<file path="config.mk">
export PLATFORM = sky130hd
export DESIGN_NAME = rv32i_hazard_ctrl
export DESIGN_NICKNAME = d
export VERILOG_FILES = /design/src/rtl/rv32i_pkg.sv /design/src/rtl/rv32i_hazard_detect.sv /design/src/rtl/rv32i_hazard_ctrl.sv
export SDC_FILE = /design/constraint.sdc
export NUM_CORES = 1
export LEC_CHECK = 0
export ABC_AREA = 1
export CAP_MARGIN = 20
export CORE_ASPECT_RATIO = 0.5
export CORE_UTILIZATION = 26
export DETAILED_ROUTE_END_ITERATION = 12
export PLACE_DENSITY = 0.93
export SYNTH_ARGS = -nofsm -noshare
export SYNTH_HDL_FRONTEND = slang
export SYNTH_SLANG_ARGS = --single-unit
export TNS_END_PERCENT = 100
</file>
<file path="constraint.sdc">
create_clock -name clk -period 1.6 [get_ports clk]
set_input_delay 0.16 -clock clk [delete_from_list [all_inputs] [get_ports clk]]
set_output_delay 0.16 -clock clk [all_outputs]
set_load 0.05 [all_outputs]
</file>
<file path="src/rtl/rv32i_pkg.sv">
// rtl/rv32i_pkg.sv - shared opcode constants, hazard FSM state type and register-use helpers
//
// Purpose: definitions shared by the RV32I pipeline hazard controller.
// Ports:   none (package).
//   LOAD..AUIPC     7-bit major opcodes
//   NOP_IW          canonical NOP (addi x0,x0,0) used for bubbles and flushes
//   hz_state_t      sequencing FSM states
//   uses_rs1/rs2    1 when the opcode reads that source register
package rv32i_pkg;

   localparam logic [6:0] LOAD   = 7'b0000011;
   localparam logic [6:0] STORE  = 7'b0100011;
   localparam logic [6:0] BRANCH = 7'b1100011;
   localparam logic [6:0] OP     = 7'b0110011;
   localparam logic [6:0] OP_IMM = 7'b0010011;
   localparam logic [6:0] JALR   = 7'b1100111;
   localparam logic [6:0] JAL    = 7'b1101111;
   localparam logic [6:0] LUI    = 7'b0110111;
   localparam logic [6:0] AUIPC  = 7'b0010111;

   localparam logic [31:0] NOP_IW = 32'h00000013;

   typedef enum logic [1:0] {
      RUN      = 2'd0,
      MEM_WAIT = 2'd1,
      TIMEOUT  = 2'd2
   } hz_state_t;

   function automatic logic uses_rs1(input logic [6:0] opcode);
      case (opcode)
         OP, OP_IMM, LOAD, STORE, BRANCH, JALR: return 1'b1;
         default:                               return 1'b0;
      endcase
   endfunction

   function automatic logic uses_rs2(input logic [6:0] opcode);
      case (opcode)
         OP, STORE, BRANCH: return 1'b1;
         default:           return 1'b0;
      endcase
   endfunction

endpackage

</file>
<file path="src/rtl/rv32i_hazard_detect.sv">
// rtl/rv32i_hazard_detect.sv - combinational load-use hazard detector
//
// Purpose: flags a load in EX whose destination is read by the instruction in ID.
// Ports:
//   id_iw_in      in  32  instruction word in ID
//   ex_iw_in      in  32  instruction word in EX
//   ex_wb_en_in   in  1   EX writeback enable
//   ex_wb_reg_in  in  5   EX writeback register
//   lu_out        out 1   load-use hazard (before priority suppression)
module rv32i_hazard_detect
   import rv32i_pkg::*;
(
   input  logic [31:0] id_iw_in,
   input  logic [31:0] ex_iw_in,
   input  logic        ex_wb_en_in,
   input  logic [4:0]  ex_wb_reg_in,
   output logic        lu_out
);

   logic       ex_is_load;
   logic [6:0] id_opcode;
   logic       rs1_hit;
   logic       rs2_hit;

   assign ex_is_load = (ex_iw_in[6:0] == LOAD) && ex_wb_en_in && (ex_wb_reg_in != 5'd0);
   assign id_opcode  = id_iw_in[6:0];

   // Only source fields the ID opcode actually reads count; immediates that
   // happen to alias the rs fields must not stall.
   assign rs1_hit = uses_rs1(id_opcode) && (id_iw_in[19:15] == ex_wb_reg_in);
   assign rs2_hit = uses_rs2(id_opcode) && (id_iw_in[24:20] == ex_wb_reg_in);

   assign lu_out = ex_is_load && (rs1_hit || rs2_hit);

   logic unused_iw_bits;
   assign unused_iw_bits = ^{id_iw_in[31:25], id_iw_in[14:7], ex_iw_in[31:7]};

endmodule

</file>
<file path="src/rtl/rv32i_hazard_ctrl.sv">
// rtl/rv32i_hazard_ctrl.sv - RV32I pipeline stall/flush/freeze sequencing controller
//
// Purpose: load-use interlock, redirect flushing, memory-wait freeze and
//          memory-wait timeout watchdog for the 5-stage pipeline.
// Parameter: MEM_TIMEOUT freeze cycles per memory wait before timeout (0 = no watchdog).
// Macro:     HAZARD_PERF_CNT_EN enables the three 32-bit event counters;
//            undefined, the perf ports are tied to 0.
// Ports:
//   clk, reset                     clock, async active-high reset
//   id_iw_in, ex_iw_in             ID / EX instruction words
//   ex_wb_en_in, ex_wb_reg_in      EX writeback tag
//   redirect_in, redirect_target_in taken branch/jump resolved in EX and its target
//   mem_req_in, mem_ready_in       MEM stage access handshake
//   stall_if_out, stall_id_out     hold PC+IF/ID, hold ID/EX inputs
//   bubble_ex_out                  load NOP into EX
//   flush_if_out, flush_id_out     replace IF/ID, ID/EX with NOP
//   freeze_out                     hold every pipeline register
//   pc_sel_out, pc_target_out      PC redirect select and target
//   err_timeout_out                sticky memory timeout
//   perf_stall/flush/freeze_out    event counters
module rv32i_hazard_ctrl
   import rv32i_pkg::*;
#(
   parameter int MEM_TIMEOUT = 255
)
(
   input  logic        clk,
   input  logic        reset,
   input  logic [31:0] id_iw_in,
   input  logic [31:0] ex_iw_in,
   input  logic        ex_wb_en_in,
   input  logic [4:0]  ex_wb_reg_in,
   input  logic        redirect_in,
   input  logic [31:0] redirect_target_in,
   input  logic        mem_req_in,
   input  logic        mem_ready_in,
   output logic        stall_if_out,
   output logic        stall_id_out,
   output logic        bubble_ex_out,
   output logic        flush_if_out,
   output logic        flush_id_out,
   output logic        freeze_out,
   output logic        pc_sel_out,
   output logic [31:0] pc_target_out,
   output logic        err_timeout_out,
   output logic [31:0] perf_stall_out,
   output logic [31:0] perf_flush_out,
   output logic [31:0] perf_freeze_out
);

   localparam int CNT_W = (MEM_TIMEOUT > 0) ? $clog2(MEM_TIMEOUT + 1) : 1;

   hz_state_t        state;
   hz_state_t        state_nxt;
   logic [CNT_W-1:0] wait_cnt;
   logic [CNT_W-1:0] wait_cnt_nxt;
   logic             lu;
   logic             mem_stall;
   logic             timeout_hit;
   logic             freeze;

   rv32i_hazard_detect u_detect (
      .id_iw_in     (id_iw_in),
      .ex_iw_in     (ex_iw_in),
      .ex_wb_en_in  (ex_wb_en_in),
      .ex_wb_reg_in (ex_wb_reg_in),
      .lu_out       (lu)
   );

   assign mem_stall   = mem_req_in && !mem_ready_in;
   // Compare in 32 bits so the +1 cannot wrap inside the narrow counter.
   assign timeout_hit = (MEM_TIMEOUT != 0) &&
                        ((32'(wait_cnt) + 32'd1) == 32'(MEM_TIMEOUT));
   assign freeze      = (state == TIMEOUT) || mem_stall;

   always_ff @(posedge clk or posedge reset) begin
      if (reset) begin
         state    <= RUN;
         wait_cnt <= '0;
      end else begin
         state    <= state_nxt;
         wait_cnt <= wait_cnt_nxt;
      end
   end

   // The count restarts whenever a wait ends, so every memory wait gets its
   // own MEM_TIMEOUT budget even when waits are back to back.
   always_comb begin
      state_nxt    = state;
      wait_cnt_nxt = wait_cnt;
      case (state)
         RUN, MEM_WAIT: begin
            if (mem_stall) begin
               wait_cnt_nxt = wait_cnt + CNT_W'(1);
               state_nxt    = timeout_hit ? TIMEOUT : MEM_WAIT;
            end else begin
               wait_cnt_nxt = '0;
               state_nxt    = RUN;
            end
         end
         TIMEOUT: begin
            state_nxt = TIMEOUT;
         end
         default: begin
            state_nxt    = RUN;
            wait_cnt_nxt = '0;
         end
      endcase
   end

   // Priority: reset, freeze/timeout, redirect, load-use. A redirect seen
   // under freeze is dropped here because EX holds it until unfrozen.
   always_comb begin
      stall_if_out    = 1'b0;
      stall_id_out    = 1'b0;
      bubble_ex_out   = 1'b0;
      flush_if_out    = 1'b0;
      flush_id_out    = 1'b0;
      freeze_out      = 1'b0;
      pc_sel_out      = 1'b0;
      pc_target_out   = 32'd0;
      err_timeout_out = 1'b0;
      if (!reset) begin
         pc_target_out   = redirect_target_in;
         err_timeout_out = (state == TIMEOUT);
         if (freeze) begin
            freeze_out = 1'b1;
         end else if (redirect_in) begin
            pc_sel_out   = 1'b1;
            flush_if_out = 1'b1;
            flush_id_out = 1'b1;
         end else if (lu) begin
            stall_if_out  = 1'b1;
            stall_id_out  = 1'b1;
            bubble_ex_out = 1'b1;
         end
      end
   end

`ifdef HAZARD_PERF_CNT_EN
   logic [31:0] perf_stall_q;
   logic [31:0] perf_flush_q;
   logic [31:0] perf_freeze_q;

   always_ff @(posedge clk or posedge reset) begin
      if (reset) begin
         perf_stall_q  <= 32'd0;
         perf_flush_q  <= 32'd0;
         perf_freeze_q <= 32'd0;
      end else begin
         if (stall_if_out) perf_stall_q  <= perf_stall_q + 32'd1;
         if (pc_sel_out)   perf_flush_q  <= perf_flush_q + 32'd1;
         if (freeze_out)   perf_freeze_q <= perf_freeze_q + 32'd1;
      end
   end

   assign perf_stall_out  = perf_stall_q;
   assign perf_flush_out  = perf_flush_q;
   assign perf_freeze_out = perf_freeze_q;
`else
   assign perf_stall_out  = 32'd0;
   assign perf_flush_out  = 32'd0;
   assign perf_freeze_out = 32'd0;
`endif

endmodule
</file>
---- After elaboration in Yosys (flattened, before gate mapping) ----
Cells that the tools add are included.
cells by class
  eq/ne operators ......................... 12
  mux-type cells .......................... 18
  reductions and logical operators ........ 14
  add/sub/neg operators ................... 2
operators by type and width
  kind                   count
  $mux W32               1
  $pmux W8 S2            1
  $eq A7 B2 Y1 const B   2
  $eq A7 B6 Y1 const B   2
  $eq A7 B7 Y1 const B   2
  $mux W1                12
  $eq A5 B5 Y1           2
  $add A8 B1 Y9 const B  1
  $eq A9 B8 Y1 const B   1
  $add A8 B1 Y8 const B  1
  $mux W8                1
  $eq A7 B5 Y1 const B   1
  $logic_and A1 B1 Y1    6
  $reduce_or A6 Y1       1
  $reduce_bool A5 Y1     1
  $mux W2                2
  $pmux W2 S2            1
  $reduce_or A3 Y1       1
  $eq A2 B1 Y1 const B   1
  $eq A2 B2 Y1 const B   1
  $logic_not A2 Y1       1
  $logic_or A1 B1 Y1     2
  $reduce_or A2 Y1       1
  $logic_not A1 Y1       1
storage, ports and cells
  logic and storage cells ................. 48
  output and inout port bits .............. 136
  register bits ........................... 10
  bits of input ports ..................... 107

---- Logic depth before layout (Yosys ltp) ----
  word-level depth ........................ 10
  gate-level depth with buffers ........... 9

---- By module ----
Synthesis repeated with hierarchy kept, for this count alone.
unflattened totals
  cells, all modules ...................... 310
  area total of the unflattened synthesis .. 1869.3 um^2
by module, submodules not included
  module               area each (um^2)  cells each  times used
  rv32i_hazard_ctrl    1609.0            252         1
  rv32i_hazard_detect  260.2             58          1

---- Worst setup path after synthesis ----
Ideal clock, no wire load.
  kind .................................... input-to-output
  start point ............................. in reset
  end point ............................... out stall_id_out
  stages on the path ...................... 9
  setup slack ............................. -689 ps
  required time ........................... 1440 ps
  data arrival time ....................... 2129 ps
  path through ............................ buf_2 inv_1 nand2_1 a21oi_1 nand2_1 nor2_1 nand2_1 a21oi_1 buf_4
on the way
  longest elaborated chain between the ends .. 1
RTL lines
  item                RTL line                 RTL
  start: declaration  rv32i_hazard_ctrl.sv:28  input logic reset,
  $mux W1             n/a
  end: declaration    rv32i_hazard_ctrl.sv:38  output logic stall_id_out,
Every way passes these cells.

---- Worst setup path in the final report ----
  start point ............................. reg state[1]
  end point ............................... out flush_id_out
on the way
  longest elaborated chain between the ends .. 4
RTL lines
  item                      RTL line                  RTL
  start: declaration        rv32i_hazard_ctrl.sv:53   hz_state_t state;
  start signal: assignment  rv32i_hazard_ctrl.sv:81   state <= state_nxt;
  $eq A2 B2 Y1              rv32i_hazard_ctrl.sv:74   assign freeze = (state == TIMEOUT) || mem_stall;
  $logic_or A1 B1 Y1        rv32i_hazard_ctrl.sv:74
  $mux W1                   rv32i_hazard_ctrl.sv:126  if (freeze) begin
  $mux W1                   rv32i_hazard_ctrl.sv:123  if (!reset) begin
  end: declaration          rv32i_hazard_ctrl.sv:41   output logic flush_id_out,
Every way passes these cells.

==> reports/results.env <==
OUTCOME='finished with violations'
VIOLATIONS='setup timing'
HOLDCRITPATHCLASS='input pin to async pin'
SETUP_REPAIR_AFTER_GLOBAL_ROUTING_MISSED_ITS_MARGIN='true'
SYNTH_CELLS=305
GRT_PASS1_WL_UM=6950
NUMBER_OF_ANTENNA_VIOLATIONS_AT_THE_FIRST_CHECK_IN_GLOBAL_ROUTING=0
HTREE_LEVELS=1
MAX_CAP_VIOL_COUNT=0
EFFECTIVE_UTILIZATION_AT_FLOORPLAN=0.272
POST_ROUTE_DRC_VIOLATION_COUNT=0
ANTENNA_VIOLATING_NETS_POST_ROUTE=0
STD_CELL_ROWS=21
CTS.PATH.MAX_BUFFERS=2
PORTBUFFERS=106
TIMING.CRITICAL_PATH.FROM_TYPE='flop'
POST-ROUTE-PERIOD-UTIL=1.02
HOLD_VIOL_FINAL=0
FP.DIEAREA_MM2=0.00744
GRT_PASS1_VIAS=1538
YOSYSUNIQUECELLTYPES=21
SYNTH_LARGEST_AREA_CELL='sky130_fd_sc_hd__buf_4'
CORE_MM2=0.00675
AVGROUTEDWIREPERCELL_UM=10.6
CTS-HOLD-FIX-BUFFERS=0
CP_MAX_FO=3
ROUTED_VIA_DENSITY=3.70
IOS=243
CRITICAL_PATH_ARRIVAL_PS=1470
WORST_SETUP_END_KIND='output port'
DR_TOTAL_VIAS=1879
P_PER_CELL_AREA_mW_PER_MM2=604
SYN_TO_LAYOUT_AREA_DELTA_PCT=75.5
LAYOUTNONFILLERINSTCOUNT=508
VDD_DROP_MAX_uV=264
FINAL.SETUP_SKEW_PS=1.46
REPORT.FINAL.SLEW_VIOL_COUNT=0
R2R_END='state[1]$_DFF_PP0_'
GP_CONGESTION=0.795
CTS-BUFFERS-INSERTED=3
LAYOUT_MIN_CYCLE_TIME_PS=1630
R2R_SETUP_SLACK_PS=190
SYNTHESIS.AREA_PER_INSTANCE_UM2=6.03
ANTENNA_CELLS_INSERTED=0
CHIPHEIGHT_UM=61.5
FRACTION_OF_SYNTHESIZED_CELL_AREA_TAKEN_BY_THE_TOP_AREA_CELL_TYPE=0.408
FIN_TNS_SETUP_PS=-200
ROUTE.FINAL.WIRE_LENGTH_UM=5390
CELLLEAKAGEPOWER_nW=1.76
WORST_R2R_STARTPOINT='wait_cnt[1]$_DFFE_PP0N_'
FINAL_NET_COUNT=526
DIE_X_UM=121
POST-ROUTE-WORST-SETUP-SLACK_PS=-34.2
CRITICALPATHCATEGORY='flop to output port'
SYNTHTOPCELLSBYAREA='sky130_fd_sc_hd__buf_4 41%, sky130_fd_sc_hd__dfrtp_1 14%, sky130_fd_sc_hd__inv_1 12%'
CLOCK_SINKS=10
MAXCLOCKFREQUENCY_GHz=0.612
CLOCK-ROOT-BUFFER='sky130_fd_sc_hd__clkbuf_16'
YOSYS_WARNINGS=0
SHARE_OF_LAYOUT_CELLS_ABOVE_DRIVE_STRENGTH_1=0.190
CTS.CLK_SLEW.WORST_PATHS_PS=40
CRITICAL_PATH_REQUIRED_PS=1440
R2R_CELLS=9
DRT_PASS1_ITERATIONS=4
DPL.CELL_COUNT=501
GRT_USE_TOTAL=0.120
LARGEST_NET_DEGREE_AT_THE_START_OF_GLOBAL_ROUTING=29
SYNTHESIS.AREA_MM2=0.00184
REPORT.FINAL.SETUP_VIOL=6
GRT.OVERFLOW.TOTAL=0
DRT_ITER0_MARKERS=71
SEQ_AREA_FRAC_SYNTH=0.136
CLOCK_LATENCY_PS=240
NUMBER_OF_SYNTHESIZED_REGISTER_BITS=10
POST-DP-HPWL_UM=4410
TRITONCTS='built'
layout by cell type, fill, tap and decap left out, types with 10 or more instances in the layout:
cell	n
sky130_fd_sc_hd__dlygate4sd2_1	11
sky130_fd_sc_hd__nor2_1	43
sky130_fd_sc_hd__buf_12	37
sky130_fd_sc_hd__nand2_1	37
sky130_fd_sc_hd__dfrtp_1	10
sky130_fd_sc_hd__inv_1	50
sky130_fd_sc_hd__clkdlybuf4s50_1	46
sky130_fd_sc_hd__buf_4	10
sky130_fd_sc_hd__o21ai_0	10
sky130_fd_sc_hd__conb_1	96
synth_stat cells:
master,number
sky130_fd_sc_hd__nand4_1,2
sky130_fd_sc_hd__nand3b_1,2
sky130_fd_sc_hd__a21oi_1,4
sky130_fd_sc_hd__o22ai_1,5
sky130_fd_sc_hd__nor3_1,4
sky130_fd_sc_hd__dfrtp_1,10
sky130_fd_sc_hd__nand3_1,10
sky130_fd_sc_hd__conb_1,1
sky130_fd_sc_hd__nand2_2,2
sky130_fd_sc_hd__buf_2,1
sky130_fd_sc_hd__buf_4,100
sky130_fd_sc_hd__buf_1,1
sky130_fd_sc_hd__nand3_2,1
sky130_fd_sc_hd__inv_1,57
sky130_fd_sc_hd__o21ai_0,13
sky130_fd_sc_hd__nor2_2,2
sky130_fd_sc_hd__nor2_4,1
sky130_fd_sc_hd__clkbuf_1,3
sky130_fd_sc_hd__ha_1,2
sky130_fd_sc_hd__nand2_1,40
sky130_fd_sc_hd__nor2_1,44
metal layers:
metal,wire [um],global-route usage,part of all wire,vias up
met5,0,0,0,-
met4,44,0.0353,0.0082,0
met3,325,0.0250,0.060,7
met2,2990,0.223,0.55,87
met1,2030,0.143,0.38,852
li1,-,-,-,933
worst max-delay path by stage:
stage,from,endpoint,cells after the start
after global routing,state[1]$_DFF_PP0_,stall_id_out,6
after CTS,ex_wb_en_in,stall_if_out,6
after global placement,ex_iw_in[1],bubble_ex_out,8
after detailed placement,reset,pc_target_out[26],5
after floorplan,reset,stall_id_out,9
final,state[1]$_DFF_PP0_,flush_id_out,5
area by class of cell:
type                    count  area (um2)
well taps                  92         115
fillers                   624        3520
flip-flops and latches     10         250
multi-input cells         228        1030
repair buffers            117        1530
clock buffers               4        88.8
inverters                  57         218
logic make-up (layout without fill, tap and decap cells):
family,after synthesis,count (layout),synth area share
fa+ha+maj,2,2,0.0136
other cells,1,96,0.00204
simple gates,108,108,0.250
flops,10,10,0.136
compound gates,22,22,0.0633
buf+inv,162,178,0.535
report_power, final:
part / leakage (nW) / switching [mW] / internal (mW)
Clock: 0.0442 / 0.123 / 0.376
Sequential: 0.138 / 0.00522 / 0.258
Combinational: 1.58 / 0.832 / 0.354
Total: 1.76 / 0.960 / 0.988
critical path, cell delays in order (launching register included):
cell,delay [ps]
sky130_fd_sc_hd__dfrtp_1,420
sky130_fd_sc_hd__nand2_4,100
sky130_fd_sc_hd__nand2_4,50
sky130_fd_sc_hd__buf_4,140
sky130_fd_sc_hd__nor3_4,320
sky130_fd_sc_hd__buf_12,190
registers in the layout, indices dropped and copies added (netlist names):
signal	flops
wait_cnt	8
state	2
per-stage QoR:
step | setup WS [ps] | cell area [um2] | utilization | hold WS (ps) | power (mW)
finish | -34.2 | 3230 | 0.478 | 156 | 1.95
global route | -78.5 | 3230 | 0.478 | 169 | 2.03
CTS | 5.02 | 3170 | 0.469 | 143 | 1.94
detailed placement | -123 | 3050 | 0.452 | 537 | 1.44
global placement | -127 | 3050 | 0.452 | 516 | 1.43
floorplan | -20.5 | 2230 | - | 91.5 | 1.21
repair_timing:
item                                    in CTS  in global routing
buffers inserted                             1                  2
pin swaps                                   17                 15
resized for setup                           24                 20
endpoints found under the setup margin      34                  3
endpoints found under the hold margin        0                  0
(Power assumes the default switching activity.)
